<file path="config.mk">
export PLATFORM = sky130hd
export DESIGN_NAME = scan_decoder
export DESIGN_NICKNAME = d
export VERILOG_FILES = /design/src/rtl/scan_decoder_pkg.sv /design/src/rtl/dwell_counter.sv /design/src/rtl/scan_decoder.sv
export SDC_FILE = /design/constraint.sdc
export NUM_CORES = 1
export LEC_CHECK = 0
export CORE_UTILIZATION = 30
export CTS_BUF_LIST = sky130_fd_sc_hd__clkbuf_16
export DETAILED_ROUTE_END_ITERATION = 12
export GPL_ROUTABILITY_DRIVEN = 0
export PLACE_DENSITY = 0.59
export SLEW_MARGIN = 20
export SYNTH_ARGS = -nofsm -noshare
export SYNTH_HDL_FRONTEND = slang
export SYNTH_HIERARCHICAL = 1
export SYNTH_SLANG_ARGS = --single-unit
</file>
<file path="constraint.sdc">
create_clock -name clk -period 2.9 [get_ports clk]
set_input_delay 0.29 -clock clk [delete_from_list [all_inputs] [get_ports clk]]
set_output_delay 0.29 -clock clk [all_outputs]
set_load 0.005 [all_outputs]
</file>
<file path="src/rtl/scan_decoder_pkg.sv">
// Shared types for the scan decoder: FSM state encoding and mode-select constants.
package scan_decoder_pkg;

    typedef enum logic [1:0] {
        IDLE   = 2'd0,
        DIRECT = 2'd1,
        SCAN   = 2'd2
    } state_t;

    localparam logic MODE_DIRECT = 1'b0;
    localparam logic MODE_SCAN   = 1'b1;

endpackage

</file>
<file path="src/rtl/dwell_counter.sv">
// Dwell timer: counts 0..DWELL-1 and raises tick_out combinationally on the last count.
// No flow control; clear restarts the count from zero on the next edge.
module dwell_counter #(
    parameter int unsigned DWELL = 4
) (
    input  logic clk,
    input  logic reset,
    input  logic clear,
    output logic tick_out
);

    localparam int unsigned CNT_W = (DWELL > 1) ? $clog2(DWELL) : 1;
    localparam logic [CNT_W-1:0] LAST = CNT_W'(DWELL - 1);

    logic [CNT_W-1:0] cnt_q;
    logic [CNT_W-1:0] cnt_d;

    assign tick_out = (cnt_q == LAST);

    always_comb begin
        cnt_d = cnt_q;
        if (clear || tick_out) begin
            cnt_d = '0;
        end else begin
            cnt_d = cnt_q + CNT_W'(1);
        end
    end

    always_ff @(posedge clk) begin
        if (reset) begin
            cnt_q <= '0;
        end else begin
            cnt_q <= cnt_d;
        end
    end

endmodule

</file>
<file path="src/rtl/scan_decoder.sv">
// One-hot line decoder with direct (load-strobed) and auto-scan modes.
// All outputs registered, 1-cycle latency from load/mode/enable; no backpressure.
module scan_decoder
    import scan_decoder_pkg::*;
#(
    parameter int unsigned SEL_W = 3,
    parameter int unsigned DWELL = 4
) (
    input  logic                  clk,
    input  logic                  reset,
    input  logic                  enable,
    input  logic                  mode,
    input  logic                  load,
    input  logic [SEL_W-1:0]      data_in,
    output logic [(2**SEL_W)-1:0] data_out,
    output logic [SEL_W-1:0]      sel_out,
    output logic                  valid,
    output logic                  wrap
);

    localparam int unsigned LINES = 2 ** SEL_W;
    localparam logic [SEL_W-1:0] SEL_MAX = {SEL_W{1'b1}};

    state_t             state_q, state_d;
    logic [LINES-1:0]   data_q,  data_d;
    logic [SEL_W-1:0]   sel_q,   sel_d;
    logic               valid_q, valid_d;
    logic               wrap_q,  wrap_d;
    logic               dwell_clear;
    logic               dwell_tick;

    // The timer only runs while the FSM stays in SCAN, so every scan entry starts a fresh dwell.
    assign dwell_clear = !((state_q == SCAN) && (state_d == SCAN));

    dwell_counter #(
        .DWELL (DWELL)
    ) u_dwell (
        .clk      (clk),
        .reset    (reset),
        .clear    (dwell_clear),
        .tick_out (dwell_tick)
    );

    always_comb begin
        state_d = state_q;
        sel_d   = sel_q;
        valid_d = valid_q;
        wrap_d  = 1'b0;

        if (!enable) begin
            state_d = IDLE;
            sel_d   = '0;
            valid_d = 1'b0;
        end else begin
            case (state_q)
                IDLE: begin
                    sel_d = '0;
                    if (mode == MODE_SCAN) begin
                        state_d = SCAN;
                        valid_d = 1'b1;
                    end else begin
                        state_d = DIRECT;
                        valid_d = 1'b0;
                    end
                end
                DIRECT: begin
                    if (mode == MODE_SCAN) begin
                        state_d = SCAN;
                        sel_d   = '0;
                        valid_d = 1'b1;
                    end else if (load) begin
                        sel_d   = data_in;
                        valid_d = 1'b1;
                    end
                end
                SCAN: begin
                    if (mode == MODE_DIRECT) begin
                        state_d = DIRECT;
                        sel_d   = '0;
                        valid_d = 1'b0;
                    end else if (dwell_tick) begin
                        sel_d  = sel_q + SEL_W'(1);
                        wrap_d = (sel_q == SEL_MAX);
                    end
                end
                default: begin
                    state_d = IDLE;
                    sel_d   = '0;
                    valid_d = 1'b0;
                end
            endcase
        end

        // Decode by shifting a single bit; a cleared valid yields all zeros.
        data_d = LINES'(valid_d) << sel_d;
    end

    always_ff @(posedge clk) begin
        if (reset) begin
            state_q <= IDLE;
            data_q  <= '0;
            sel_q   <= '0;
            valid_q <= 1'b0;
            wrap_q  <= 1'b0;
        end else begin
            state_q <= state_d;
            data_q  <= data_d;
            sel_q   <= sel_d;
            valid_q <= valid_d;
            wrap_q  <= wrap_d;
        end
    end

    assign data_out = data_q;
    assign sel_out  = sel_q;
    assign valid    = valid_q;
    assign wrap     = wrap_q;

endmodule

</file>
# --- After elaboration in Yosys (flattened, before gate mapping) ---
# Cells that the tools add are included.
# Widths: inputs -> output; s select.
totals:
  register_bits: 17
  output_inout_bits: 13
  wordCells: 41
classes:
  reduce_logical: 6
  muxes: 17
  n_shift: 1
  n_bitwise: 4
  n_eq_ne: 5
  add_sub_neg: 2
op_table:
  columns: ["cell", "count"]
  rows:
  - ["$mux 3", 5]
  - ["$mux 2", 4]
  - ["$shl 1x3->8", 1]
  - ["$eq 2x2->1 const B", 3]
  - ["$pmux 2 s3", 1]
  - ["$pmux 3 s2", 1]
  - ["$mux 1", 5]
  - ["$reduce_or 5->1", 1]
  - ["$not 1->1", 4]
  - ["$add 3x1->3 const B", 1]
  - ["$eq 3x3->1 const B", 1]
  - ["$pmux 1 s3", 1]
  - ["$add 2x1->2 const B", 1]
  - ["$eq 2x1->1 const B", 1]
  - ["$logic_not 2->1", 1]
  - ["$reduce_or 2->1", 1]
  - ["$logic_and 1x1->1", 1]
  - ["$logic_not 1->1", 1]
  - ["$logic_or 1x1->1", 1]

# --- Longest topological paths before layout ---
logic_depth:
  ltp_word: 8
  ltp_mapped: 7
  ltp_nobuf: 7

# --- Cells and area by module ---
# The synthesis kept the hierarchy.
by_module_without_submodules:
  columns: ["mod", "instances", "cells_per_inst", "seq_area_each_um2", "area_per_inst_um2"]
  rows:
  - ["scan_decoder", 1, 70, 300.3, 686.9]
  - ["dwell_counter", 1, 5, 40.0, 80.1]

# --- Worst setup path before layout ---
# Ideal clock, no wire load.
synth_path:
  kind: "register to register"
  start: "register state_q[0]"
  end: "register data_q[7], in the netlist data_out[7]"
  required_time_ns: 2.835
  slack_ns: 1.216
  path_buffers: 0
  stages_incl_launch_ff: 7
  t_arrival_ns: 1.619
  path_cell_list: "dfxtp_1 > inv_1 > ha_1 > a211oi_1 > a2111oi_4 > or3b_1 > nor2_1"
synth_between:
  elab_chain_len: 4
  elab_cells_between_ends: 8
  cone_classes: "eq/ne: 2; shift: 1; mux: 4; reduce/logical: 1"
synth_lines:
  columns: ["element", "line_no", "text"]
  rows:
  - ["start: declaration", "scan_decoder.sv:24", "state_t state_q, state_d;"]
  - ["start signal: assignment", "scan_decoder.sv:106", "state_q <= state_d;"]
  - ["$eq 2x2->1 (tied with other cells)", "scan_decoder.sv:55", "case (state_q)"]
  - ["$pmux 1 s3 / $pmux 3 s2 (equally long branches)", "scan_decoder.sv:55", null]
  - ["$mux 1 / $mux 3 (equally long branches)", "scan_decoder.sv:50", "if (!enable) begin"]
  - ["$shl 1x3->8 *", "scan_decoder.sv:95", "data_d = LINES'(valid_d) << sel_d;"]
  - ["end signal: assignment", "scan_decoder.sv:107", "data_q <= data_d;"]
  - ["end: declaration", "scan_decoder.sv:25", "logic [LINES-1:0] data_q, data_d;"]
# Mark *: on every way between the ends. The rest lies on a longest branch, timed or not.
# A chain may end at the register's enable or synchronous reset.

# --- Final worst setup path ---
layout_path:
  start: "register state_q[0]"
  end: "register data_q[6], in the netlist data_out[6]"
# Same word-level chain as after synthesis.

==> metrics <==
H-tree levels=1; buffers inserted by post-CTS timing repair=0; worst hold slack=0.428 ns; Clock Latency Late Sink=0.24 ns; port bufs=20; Final Hold Vio Count=0; WL/cell=12.9 um; Inserted Diodes=0; area leader, netlist=dfxtp_1; setup tns final=0 ns; Seq/Total Area, Yosys=44.4%; Mapped Nets=90; type of origin of the critical path=flop; status=complete, no violations; fmax=0.529 GHz; ANT nets after route=0; FF+latch count, synth=17; Initial Utilization=33.1%; grt ovf=0; Synth top area share=44.4%; DRC=0; CTS buffer count=3; Slew Viols, Final=0; # clock sinks=17; root buffer cell=clkbuf_16; unrepaired setup endpoints after global routing=false; Slew @ Worst Pin=0.477 ns; Final nets=115; final wirelength=1.64 mm; number of max-cap violations=0; dpl hpwl=1.31 mm; CP arrival=2.07 ns; WP data required=3.08 ns; commonest non-fill, non-tap cell in the layout=clkdlybuf4s50_1; antenna violations before repair=0; vias per inst=4.91; Floorplan Core Area=2320 um^2; fin util=46.7%; crit path max fanout=5; WS Path Type=flop to flop; Ports=21; fin crit share=65.2%; # resized after CTS=0; total number of vias=624; Pwr per Cell Area=507 nW/um^2; most frequent cells in the layout=clkdlybuf4s50_1, dfxtp_1, nor2_1; dpl ws=0.890 ns; Tightest Hold Check Type=flop to flop; die width=52.6 um; vias in the first global route=606; Final min period=1.89 ns; ranking of synthesized cells by area=dfxtp_1, ha_1, nor2_1, mux2i_1, a2111oi_4; peak supply drop=0.000460 V; gr usage total=13.5%; DR iter-0 viols=10; largest net degree at the start of global routing=11; layout cells sized above 1=8.08%; router iterations before antenna repair=4; Pwr Total=0.000548 W; Max Buffers Root-to-Sink=2; Die Ht=52.6 um; Mapped Avg Cell Area=10.2 um^2; Synth Instances=75; YS warnings=6; num rows=17; final clock skew=0.00161 ns; Area Growth Syn to Fin=41.1%; CTS tree=built; slew margin rel.=68.2%; first-pass GRT wire length=2.67 mm; Leakage Power=0.408 nW; Post-Syn Area=767 um^2; Distinct cells, synth=26; final setup violation count=0; hold_buf cts=0; Final WS setup=1.01 ns; endpoint class of the critical path=flop; die area=2760 um^2; Clk pin slew, worst setup/hold paths=0.05 ns
## layout make-up
| cell class | instances | area [um^2] |
|---|---|---|
| sequential | 17 | 340 |
| clock buffer | 3 | 75.1 |
| multi-input combinational | 54 | 412 |
| timing repair buffer | 20 | 200 |
| tap | 28 | 35.0 |
| fill | 243 | 1240 |
| clock inverter | 1 | 5.00 |
| inverter | 4 | 15.0 |
## registers in the layout, indices dropped and copies added (netlist names)
name,cells
data_out,8
sel_out,3
state_q,2
u_dwell/cnt_q,2
valid,1
wrap,1
## where the power goes
part	switching [W]	internal (W)
combinational	0.0000190	0.0000207
sequential	0.00000268	0.000237
clock	0.0000851	0.000184
## routing by layer
metal | vias to the layer above | share of wire, % | global-route usage, %
met1 | 285 | 49 | 17.6
met2 | 16 | 47 | 21.7
met3 | 2 | 3.2 | 2.61
li1 | 321 | - | -
met4 | 0 | 0.98 | 5.26
met5 | - | 0 | 0
## synthesized netlist by cell type
master and number:
a2111oi_4 1, a211oi_1 2, a21o_1 2, a21oi_1 2
dfxtp_1 17, ha_1 7, inv_1 4, mux2i_1 4
nand2_1 3, nand2b_1 1, nand3_1 2, nand3b_1 2
nand4_1 1, nand4b_1 2, nor2_1 12, nor2b_1 2
nor3_1 1, nor4_2 1, nor4b_2 1, o21ai_0 1
o21ai_1 1, o21ai_2 1, o22a_1 2, o22ai_1 1
o32ai_1 1, or3b_1 1
## worst max-delay path, cell delays in order (launching register included)
cell     delay, ns
dfxtp_1       0.40
inv_1         0.09
ha_1          0.31
nand4_1       0.21
o22a_1        0.33
or3b_1        0.41
nor2_1        0.09
## kinds of logic after synthesis
kind of cell / synth area share [%]
and+or+nand+nor: 21.5
DFF: 44.4
AOI/OAI and AO/OA: 15.5
adders and majority gates: 11.4
buffers and inverters: 1.96
muxes: 5.22
## final timing paths
path                               start                          end  slack, ns  depth (start not counted)
min reg2reg  u_dwell/cnt_q[0]$_SDFF_PP0_  u_dwell/cnt_q[0]$_SDFF_PP0_       0.43                          1
min          u_dwell/cnt_q[0]$_SDFF_PP0_  u_dwell/cnt_q[0]$_SDFF_PP0_       0.43                          1
max reg2reg        state_q[0]$_SDFF_PP0_       data_out[6]$_SDFF_PP0_       1.01                          6
max                state_q[0]$_SDFF_PP0_       data_out[6]$_SDFF_PP0_       1.01                          6
## stage by stage
step | instances | cell area, um^2
floorplan | 75 | 767
global placement | 123 | 1000
detailed placement | 123 | 1000
CTS | 127 | 1080
global route | 127 | 1080
finish | 127 | 1080
No activity file was read; power rests on OpenSTA's default activity.
